**config.mk**
```make
export PLATFORM = sky130hd
export DESIGN_NAME = mul_su_seq
export DESIGN_NICKNAME = d
export VERILOG_FILES = /design/src/rtl/mul_su_seq.sv
export SDC_FILE = /design/constraint.sdc
export NUM_CORES = 1
export LEC_CHECK = 0
export CORE_ASPECT_RATIO = 0.5
export CORE_MARGIN = 3
export CORE_UTILIZATION = 50
export DETAILED_ROUTE_END_ITERATION = 12
export PLACE_DENSITY = 0.8
export SLEW_MARGIN = 20
export SYNTH_ARGS = -nofsm -noshare
export SYNTH_HDL_FRONTEND = slang
export SYNTH_SLANG_ARGS = --single-unit
```
**constraint.sdc**
```tcl
create_clock -name clk -period 4.3 [get_ports clk]
set_input_delay 1.075 -clock clk [delete_from_list [all_inputs] [get_ports clk]]
set_output_delay 1.075 -clock clk [all_outputs]
set_load 0.03 [all_outputs]
```
**src/rtl/mul_su_seq.sv**
```systemverilog
// Sequential signed x unsigned multiplier: one radix-4 digit of u per cycle, valid/ready on both sides.
// Optional macro MUL_SU_SIGNED_U_EN adds u_signed, treating u as two's complement (top digit signed).
module mul_su_seq #(
  parameter int W_S = 8,
  parameter int W_U = 8
) (
  input  logic                 clk,
  input  logic                 rst,
  input  logic                 in_valid,
  output logic                 in_ready,
  input  logic [W_S-1:0]       s,
  input  logic [W_U-1:0]       u,
`ifdef MUL_SU_SIGNED_U_EN
  input  logic                 u_signed,
`endif
  output logic                 out_valid,
  input  logic                 out_ready,
  output logic [W_S+W_U-1:0]   out,
  output logic                 busy
);

  localparam int W  = W_S + W_U;
  localparam int ND = W_U / 2;
  localparam int CW = (ND > 1) ? $clog2(ND) : 1;

  typedef enum logic [1:0] {IDLE, BUSY, DONE} state_t;

  state_t          r_state;
  logic [W-1:0]    r_s;
  logic [W_U-1:0]  r_u;
  logic [W-1:0]    r_acc;
  logic [W-1:0]    r_out;
  logic [CW-1:0]   r_cnt;
  logic            r_in_ready;
  logic            r_out_valid;
  logic            r_busy;
`ifdef MUL_SU_SIGNED_U_EN
  logic            r_u_signed;
`endif

  logic [1:0]      w_digit;
  logic            w_last;
  logic [W-1:0]    w_pp;
  logic [W-1:0]    w_sum;

  assign w_digit = r_u[{r_cnt, 1'b0} +: 2];
  assign w_last  = (r_cnt == CW'(ND - 1));

  // Digit multiple {0, s, 2s, 3s}; in signed-u mode the top digit maps to {0, s, -2s, -s}.
  always_comb begin
    w_pp = '0;
    case (w_digit)
      2'd1:    w_pp = r_s;
      2'd2:    w_pp = r_s << 1;
      2'd3:    w_pp = r_s + (r_s << 1);
      default: w_pp = '0;
    endcase
`ifdef MUL_SU_SIGNED_U_EN
    if (r_u_signed && w_last) begin
      if (w_digit == 2'd2) w_pp = -(r_s << 1);
      if (w_digit == 2'd3) w_pp = -r_s;
    end
`endif
  end

  assign w_sum = r_acc + (w_pp << {r_cnt, 1'b0});

  always_ff @(posedge clk or posedge rst) begin
    if (rst) begin
      r_state     <= IDLE;
      r_s         <= '0;
      r_u         <= '0;
      r_acc       <= '0;
      r_out       <= '0;
      r_cnt       <= '0;
      r_in_ready  <= 1'b1;
      r_out_valid <= 1'b0;
      r_busy      <= 1'b0;
`ifdef MUL_SU_SIGNED_U_EN
      r_u_signed  <= 1'b0;
`endif
    end else begin
      case (r_state)
        IDLE: begin
          if (in_valid) begin
            r_s        <= {{W_U{s[W_S-1]}}, s};
            r_u        <= u;
            r_acc      <= '0;
            r_cnt      <= '0;
            r_in_ready <= 1'b0;
            r_busy     <= 1'b1;
`ifdef MUL_SU_SIGNED_U_EN
            r_u_signed <= u_signed;
`endif
            r_state    <= BUSY;
          end
        end
        BUSY: begin
          r_acc <= w_sum;
          r_cnt <= r_cnt + 1'b1;
          if (w_last) begin
            r_out       <= w_sum;
            r_out_valid <= 1'b1;
            r_busy      <= 1'b0;
            r_state     <= DONE;
          end
        end
        DONE: begin
          if (out_ready) begin
            r_out_valid <= 1'b0;
            r_in_ready  <= 1'b1;
            r_state     <= IDLE;
          end
        end
        default: r_state <= IDLE;
      endcase
    end
  end

  assign in_ready  = r_in_ready;
  assign out_valid = r_out_valid;
  assign busy      = r_busy;
  assign out       = r_out;

endmodule

```
==> results.json, run 1 <==
{
  "die_w_um": 124,
  "cts_root_buf": "clkbuf_16",
  "synth_seq_cells": 55,
  "synth_ff_type": "dfrtp_1",
  "insertedDiodeCount": 0,
  "hold_depth": 2,
  "core_um2": 6380,
  "cts_tree": "built",
  "synthToLayoutAreaGrowth_pct": 19.5,
  "detail_route.first_pass.iterations": 4,
  "clockBufferDepth": 2,
  "clock_latency_ns": 0.30,
  "min_period_ns": 4.09,
  "die_y_um": 65.0,
  "reg2reg_depth": 16,
  "synth_edf_count": 0,
  "setup_tns_ns": 0,
  "grt_remaining_overflow": 0,
  "io-pin-count": 39,
  "slew_headroom": 0.460,
  "cap_violations": 0,
  "wl_per_cell_um": 16.6,
  "crit_chain": "ha_1, a211oi_2, nor3b_2, or4_1, a31oi_1, a221o_1, nor2_1, a21oi_1, ha_1, a21oi_1, nand2_1, or2_2, o21ai_1, xor2_2, o21bai_1, a22o_1",
  "syn_area_um2": 3480,
  "grt_max_degree": 39,
  "viasPerCell": 5.79,
  "start_util": 0.545,
  "cp.arrival_ns": 4.27,
  "vias": 2798,
  "ant_nets": 0,
  "synthCells": 353,
  "grt_pass1_wl_um": 13700,
  "syn_nets": 398,
  "final_net_count": 439,
  "cp-start-kind": "flop",
  "post-route-period-util": 0.951,
  "setup_violations": 0,
  "crit_slowest_cell": "dfrtp_1",
  "hold_viol": 0,
  "fin_skew_ns": 0.00657,
  "synthArstFlopShare": 1.00,
  "ys.warnings.count": 0,
  "synthTopCellsByCount": "54 x dfrtp_1, 48 x nand2_1, 25 x mux2_2",
  "routed_wl_um": 8040,
  "hpwlAfterDp_um": 5890,
  "crit_path_max_fanout": 6,
  "clk_pin_slew_ns": 0.07,
  "fmax_mhz": 245,
  "crit_type": "flop to flop",
  "outcome": "complete, no violations",
  "yosysMostFrequentCell": "dfrtp_1",
  "grt_usage": 0.218,
  "clkSinkCount": 55,
  "htree_num_levels": 2,
  "fin_util": 0.652,
  "place_congestion": 0.853,
  "portBuffers": 38,
  "numCtsBuffers": 5,
  "drive_gt1_frac": 0.144,
  "worstPathRequired_ns": 4.49,
  "row_count": 20,
  "syn_avg_cell_area_um2": 9.86,
  "yosysSeqAreaShare": 0.396,
  "drc": 0,
  "end_kind": "flop",
  "critPathMaxStageDelay_ns": 0.46,
  "grt_pass1_vias": 2744,
  "synth_top_area_share": 0.388,
  "slew_viol_final": 0,
  "antenna_found_initial": 0,
  "die_area_um2": 8060,
  "synth_top_area_cell": "dfrtp_1",
  "drtIter0Drc": 202,
  "min_path_type": "flop to flop",
  "synth_cell_type_count": 50,
  "synthTopCellsByArea": "dfrtp_1 39%, ha_1 8.3%, mux2_2 8.1%, nand2_1 5.2%, a22o_1 3.8%",
  "worst_slew_pin_slew_ns": 0.809
}
-- path summary, 6_finish.rpt --
check	startpoint	endpoint	slack, ns
max	r_s[1]	r_acc[15]	0.21
min	out[3]	out[3]	0.48
max reg2reg	r_s[1]	r_acc[15]	0.21
min reg2reg	out[3]	out[3]	0.48
max in group asynchronous	rst	r_acc[4]	2.31
min in group asynchronous	rst	out_valid	1.25
-- repair_timing --
action,in CTS,in global routing
setup buffers,0,1
resized for setup,0,8
hold buffers,0,0
endpoints found under the setup margin,0,12
-- area by class of cell --
class | instances | area [um^2]
sequential | 55 | 1380
multi-input combinational | 276 | 2030
fill | 543 | 2220
inverter | 9 | 33.8
tap | 88 | 110
clock buffer | 8 | 156
timing repair buffer | 47 | 448
-- routing by layer --
| metal | routed length, um | global-route usage | part of all wire | up-vias |
|---|---|---|---|---|
| met5 | 0 | 0 | 0 | - |
| met4 | 63 | 0.0532 | 0.0078 | 0 |
| met3 | 557 | 0.0410 | 0.069 | 6 |
| met2 | 3590 | 0.334 | 0.45 | 86 |
| met1 | 3830 | 0.319 | 0.48 | 1326 |
| li1 | - | - | - | 1380 |
-- cells in the final DEF, fill, tap and decap left out, drive strengths merged, types with 3 or more instances in the layout --
cell type       n
a211oi          5
a21o            7
a21oi          22
a22o           15
and2            3
and3            3
buf             9
clkbuf          8
clkdlybuf4s50  38
dfrtp          54
ha             23
inv             9
mux2           25
mux2i           7
nand2          48
nand3           5
nand4           4
nor2           21
nor2b           6
nor3            3
o21ai          27
o21bai          4
o22ai           3
o31ai           5
or4             4
xnor2          10
xor2            5
-- worst max-delay path, delay by kind of cell, from the launching register on --
family                   cells  cell delay, ns
adder cells (fa/ha/maj)      2            0.66
AND/OR/NAND/NOR              5            0.98
AO/OA/AOI/OAI                8            1.61
XOR/XNOR                     1            0.26
flip-flops                   1            0.46
-- registers in the layout, indices dropped and copies added (netlist names) --
register	cells
out_valid	1
r_state	2
out	16
in_ready	1
r_s	8
r_cnt	2
busy	1
r_acc	16
r_u	8
-- through the flow --
step | hold slack (ns) | cells | cell area [um^2] | setup WS, ns
floorplan | 0.455 | 353 | 3480 | 0.593
global placement | 0.456 | 474 | 3970 | 0.213
detailed placement | 0.466 | 474 | 3970 | 0.0762
CTS | 0.482 | 482 | 4120 | 0.0154
global route | 0.512 | 483 | 4160 | -0.0457
finish | 0.475 | 483 | 4160 | 0.212
-- cell families (layout without fill, tap and decap cells) --
logic type,after synthesis,count (layout),share of synthesized area
AND/OR/NAND/NOR,101,101,0.134
AO/OA/AOI/OAI,100,100,0.191
flip-flops,55,55,0.396
multiplexers,34,34,0.114
adder cells (fa/ha/maj),26,26,0.0971
buffers and inverters,22,64,0.0280
XOR/XNOR,15,15,0.0399
Power of run 1 is left out: the tool's default activity adds up to more than one toggle a clock period on the data nets, which glitch-free logic cannot reach.
==> run 2: changes to the inputs <==
clock period = 4.75 ns   (was 4.3 ns; I/O delays follow)
==> results.json, run 2 (synthesis results as in run 1) <==
{
  "outcome": "complete, no violations",
  "cts_hold_buf": 0,
  "cts_resized": 0,
  "final_net_count": 434,
  "cp-start-kind": "flop",
  "nFillCells": 528,
  "worst_path_most_repeated_cell": "o21ai_0",
  "drive_gt1_frac": 0.121,
  "min_path_type": "flop to flop",
  "setup_tns_ns": 0,
  "grt_max_degree": 56,
  "crit_slowest_cell": "mux4_2",
  "insertedDiodeCount": 0,
  "ant_nets": 0,
  "cts_tree": "built",
  "portBuffers": 38,
  "core_um2": 6380,
  "grt_remaining_overflow": 0,
  "viasPerCell": 5.79,
  "fin_skew_ns": 0.00822,
  "antenna_found_initial": 0,
  "min_period_ns": 4.36,
  "die_w_um": 124,
  "cp.arrival_ns": 4.50,
  "synthToLayoutAreaGrowth_pct": 17.3,
  "numCtsBuffers": 5,
  "critPathMaxStageDelay_ns": 0.68,
  "rsz0062_at_grt": "no",
  "setup_violations": 0,
  "grt_pass1_vias": 2726,
  "cts_setup_buffers": 0,
  "multi_input_area_um2": 2010,
  "place_congestion": 0.861,
  "row_count": 20,
  "routed_wl_um": 7960,
  "start_util": 0.545,
  "vias": 2768,
  "drc": 0,
  "hold_viol": 0,
  "io-pin-count": 39,
  "die_area_um2": 8060,
  "htree_num_levels": 2,
  "clk_pin_slew_ns": 0.07,
  "cts_root_buf": "clkbuf_16",
  "crit_path_max_fanout": 18,
  "grt_usage": 0.216,
  "die_y_um": 65.0,
  "slew_headroom": 0.369,
  "grt_pass1_wl_um": 13300,
  "final_common_cell": "dfrtp_1",
  "end_kind": "flop",
  "fmax_mhz": 229,
  "hpwlAfterDp_um": 5990,
  "clock_latency_ns": 0.30,
  "worstPathRequired_ns": 4.89,
  "clkSinkCount": 55,
  "post-route-period-util": 0.919,
  "layout_common_cells": "53 x dfrtp_1, 48 x nand2_1, 38 x clkdlybuf4s50_1",
  "crit_type": "flop to flop",
  "crit_chain": "mux4_2, and2_1, a222oi_1, a21o_1, o22ai_1, ha_1, o211ai_1, o21ai_0, o211a_1, o21ai_0, o21ai_0, xnor2_1, o21ai_0",
  "clockBufferDepth": 2,
  "cap_violations": 0,
  "detail_route.first_pass.iterations": 4,
  "worst_slew_pin_slew_ns": 0.947,
  "area.sequential_um2": 1380,
  "wl_per_cell_um": 16.7,
  "drtIter0Drc": 197,
  "slew_viol_final": 0
}
## run 2: changes by cell type in the layout (fill, tap and decap cells not counted), sizes merged
| cell | previous run | this run |
|---|---|---|
| buf | 9 | 4 |
| clkbuf | 8 | 7 |
| clkinv | 0 | 2 |
| inv | 9 | 8 |
## run 2: routing by layer
metal	part of all wire	up-vias	wire length (um)	GRT usage
met5	0	-	0	0
met4	0.015	0	121	0.0587
met3	0.059	15	471	0.0471
met2	0.44	82	3490	0.346
met1	0.49	1307	3880	0.296
li1	-	1364	-	-
## run 2: per-stage QoR
step / cells / setup slack (ns) / utilization / hold slack, ns / area, um^2
final: 478 / 0.387 / 0.640 / 0.475 / 4080
after global routing: 478 / 0.108 / 0.640 / 0.508 / 4080
after floorplan: 353 / 1.04 / - / 0.455 / 3480
after global placement: 470 / 0.302 / 0.617 / 0.456 / 3940
after detailed placement: 470 / 0.286 / 0.617 / 0.464 / 3940
after CTS: 478 / 0.252 / 0.638 / 0.480 / 4070
## run 2: final cells by class
class	instances	area share
flip-flops and latches	55	0.338
repair buffers	42	0.101
inverters	9	0.00858
well taps	88	0.0270
clock buffers	7	0.0325
multi-input cells	276	0.492
clock inverters	1	0.00123
## run 2: critical path: cells and delay by family (launching register included)
family / cells / cell delay, ns
and+or+nand+nor: 1 / 0.29
DFF: 1 / 0.58
adders and majority gates: 1 / 0.37
xor gates and xnor gates: 1 / 0.18
muxes: 1 / 0.68
AOI/OAI and AO/OA: 9 / 2.10
## run 2: worst paths after layout
path | to | slack [ns] | cells past startpoint | start
setup / recovery | out[13] | 0.39 | 13 | r_cnt[0]
hold / removal | out[8] | 0.47 | 2 | out[8]
setup reg to reg | out[13] | 0.39 | 13 | r_cnt[0]
hold reg to reg | out[8] | 0.47 | 2 | out[8]
max in group asynchronous | r_cnt[0] | 2.76 | 2 | rst
min in group asynchronous | busy | 1.39 | 2 | rst
Power of run 2 is left out for the same reason.
==> run 3: changes to the inputs <==
CORE_UTILIZATION = 38   (was 50)
CTS_BUF_LIST = sky130_fd_sc_hd__clkbuf_8   (was default)
PLACE_DENSITY = 0.66   (was 0.8)
==> results.json, run 3 (synthesis results as in run 1) <==
{
  "outcome": "complete, no violations",
  "worst_slew_pin_slew_ns": 0.822,
  "end_kind": "flop",
  "io-pin-count": 39,
  "detail_route.first_pass.iterations": 5,
  "nFillCells": 790,
  "antenna_found_initial": 0,
  "hold_depth": 2,
  "cp.arrival_ns": 4.46,
  "crit_path_max_fanout": 6,
  "cpLargestDelayFamily": "compound AO/OA/AOI/OAI gates",
  "fmax_mhz": 236,
  "wl_per_cell_um": 15.6,
  "vias": 2753,
  "final_net_count": 436,
  "drc": 0,
  "drtIter0Drc": 220,
  "grt_pass1_vias": 2632,
  "fin_skew_ns": 0.0161,
  "cap_violations": 0,
  "min_path_type": "flop to flop",
  "r2r_end": "out[12]",
  "numCtsBuffers": 5,
  "final_common_cell": "dfrtp_1",
  "cts_hold_buf": 0,
  "cp-start-kind": "flop",
  "hold_viol": 0,
  "area.sequential_um2": 1380,
  "holdPathEnd": "out[8]",
  "routed_wl_um": 7850,
  "viasPerCell": 5.46,
  "insertedDiodeCount": 0,
  "crit_type": "flop to flop",
  "place_inst": 496,
  "fin_area_um2": 4070,
  "worstPathRequired_ns": 4.98,
  "crit_slowest_cell": "a2111oi_0",
  "setup_tns_ns": 0,
  "stdcell_count": 504,
  "portBuffers": 38,
  "grt_max_degree": 31,
  "post-route-period-util": 0.890,
  "cts_setup_buffers": 0,
  "clk_pin_slew_ns": 0.10,
  "slew_viol_final": 0,
  "layout_common_cells": "54 x dfrtp_1, 48 x nand2_1, 38 x clkdlybuf4s50_1",
  "crit_chain": "ha_1, fa_1, a211oi_1, o21bai_1, a21oi_1, xnor2_1, a21oi_1, mux2_2, mux2i_1, ha_1, a2111oi_0, a211oi_1, o21ai_0, a21oi_1, o31ai_1",
  "die_area_um2": 10400,
  "clock_latency_ns": 0.34,
  "clkSinkCount": 55,
  "core_um2": 8430,
  "start_util": 0.413,
  "r2r-start": "r_s[1]",
  "die_w_um": 141,
  "cts_resized": 0,
  "r2r_slack_ns": 0.52,
  "die_y_um": 73.7,
  "min_period_ns": 4.23,
  "slew_headroom": 0.451,
  "worst_path_most_repeated_cell": "a21oi_1",
  "cts_tree": "built",
  "ant_nets": 0,
  "crit_path_start": "r_s[1]",
  "drive_gt1_frac": 0.125,
  "grt_remaining_overflow": 0,
  "placed_cell_area_um2": 3980,
  "reg2reg_depth": 15,
  "setup_violations": 0,
  "worstHoldStart": "out[8]",
  "cp_num_buf_inv": 0,
  "clockBufferDepth": 2,
  "grt_usage": 0.164,
  "grt_pass1_wl_um": 13400,
  "critPathMaxStageDelay_ns": 0.63,
  "cts_root_buf": "clkbuf_8",
  "multi_input_area_um2": 2000,
  "place_congestion": 0.819,
  "row_count": 23,
  "htree_num_levels": 2,
  "synthToLayoutAreaGrowth_pct": 17.0,
  "rsz0062_at_grt": "no",
  "hpwlAfterDp_um": 5760
}
[run 3: cell types whose count changed in the layout (fill, tap and decap cells not counted), sizes merged]
cell    delta
inv        +2
clkbuf     -2
buf        +2
[run 3: cell type report]
class / count / share of cell area
multi-input combinational: 276 / 0.492
sequential: 55 / 0.338
timing repair buffer: 44 / 0.104
tap: 112 / 0.0344
clock buffer: 5 / 0.0169
inverter: 9 / 0.00829
clock inverter: 3 / 0.00553
[run 3: worst max-delay path by stage]
stage	endpoint	slack, ns	depth (start not counted)
finish	out[12]	0.52	15
global route	out[12]	0.07	15
CTS	out[10]	0.53	15
detailed placement	out[10]	0.58	15
global placement	r_acc[15]	0.73	13
floorplan	out[10]	1.04	15
[run 3: metrics by stage]
| stage | worst slack [ns] | hold slack (ns) | util |
|---|---|---|---|
| floorplan | 1.04 | 0.455 | - |
| global placement | 0.732 | 0.458 | 0.472 |
| detailed placement | 0.581 | 0.462 | 0.472 |
| CTS | 0.531 | 0.492 | 0.483 |
| global route | 0.0671 | 0.514 | 0.483 |
| finish | 0.521 | 0.487 | 0.483 |
[run 3: routing by layer]
layer	vias up	GRT usage	wire, um
met5	-	0	0
met4	0	0.0483	97
met3	7	0.0351	429
met2	67	0.225	3040
met1	1311	0.257	4280
li1	1368	-	-
[run 3: tightest hold or removal path, delay by kind of cell, from the launching register on]
| family | cells | cell delay [ns] |
|---|---|---|
| DFF | 1 | 0.35 |
| AOI/OAI and AO/OA | 1 | 0.06 |
| and+or+nand+nor | 1 | 0.05 |
Power of run 3 is left out for the same reason.
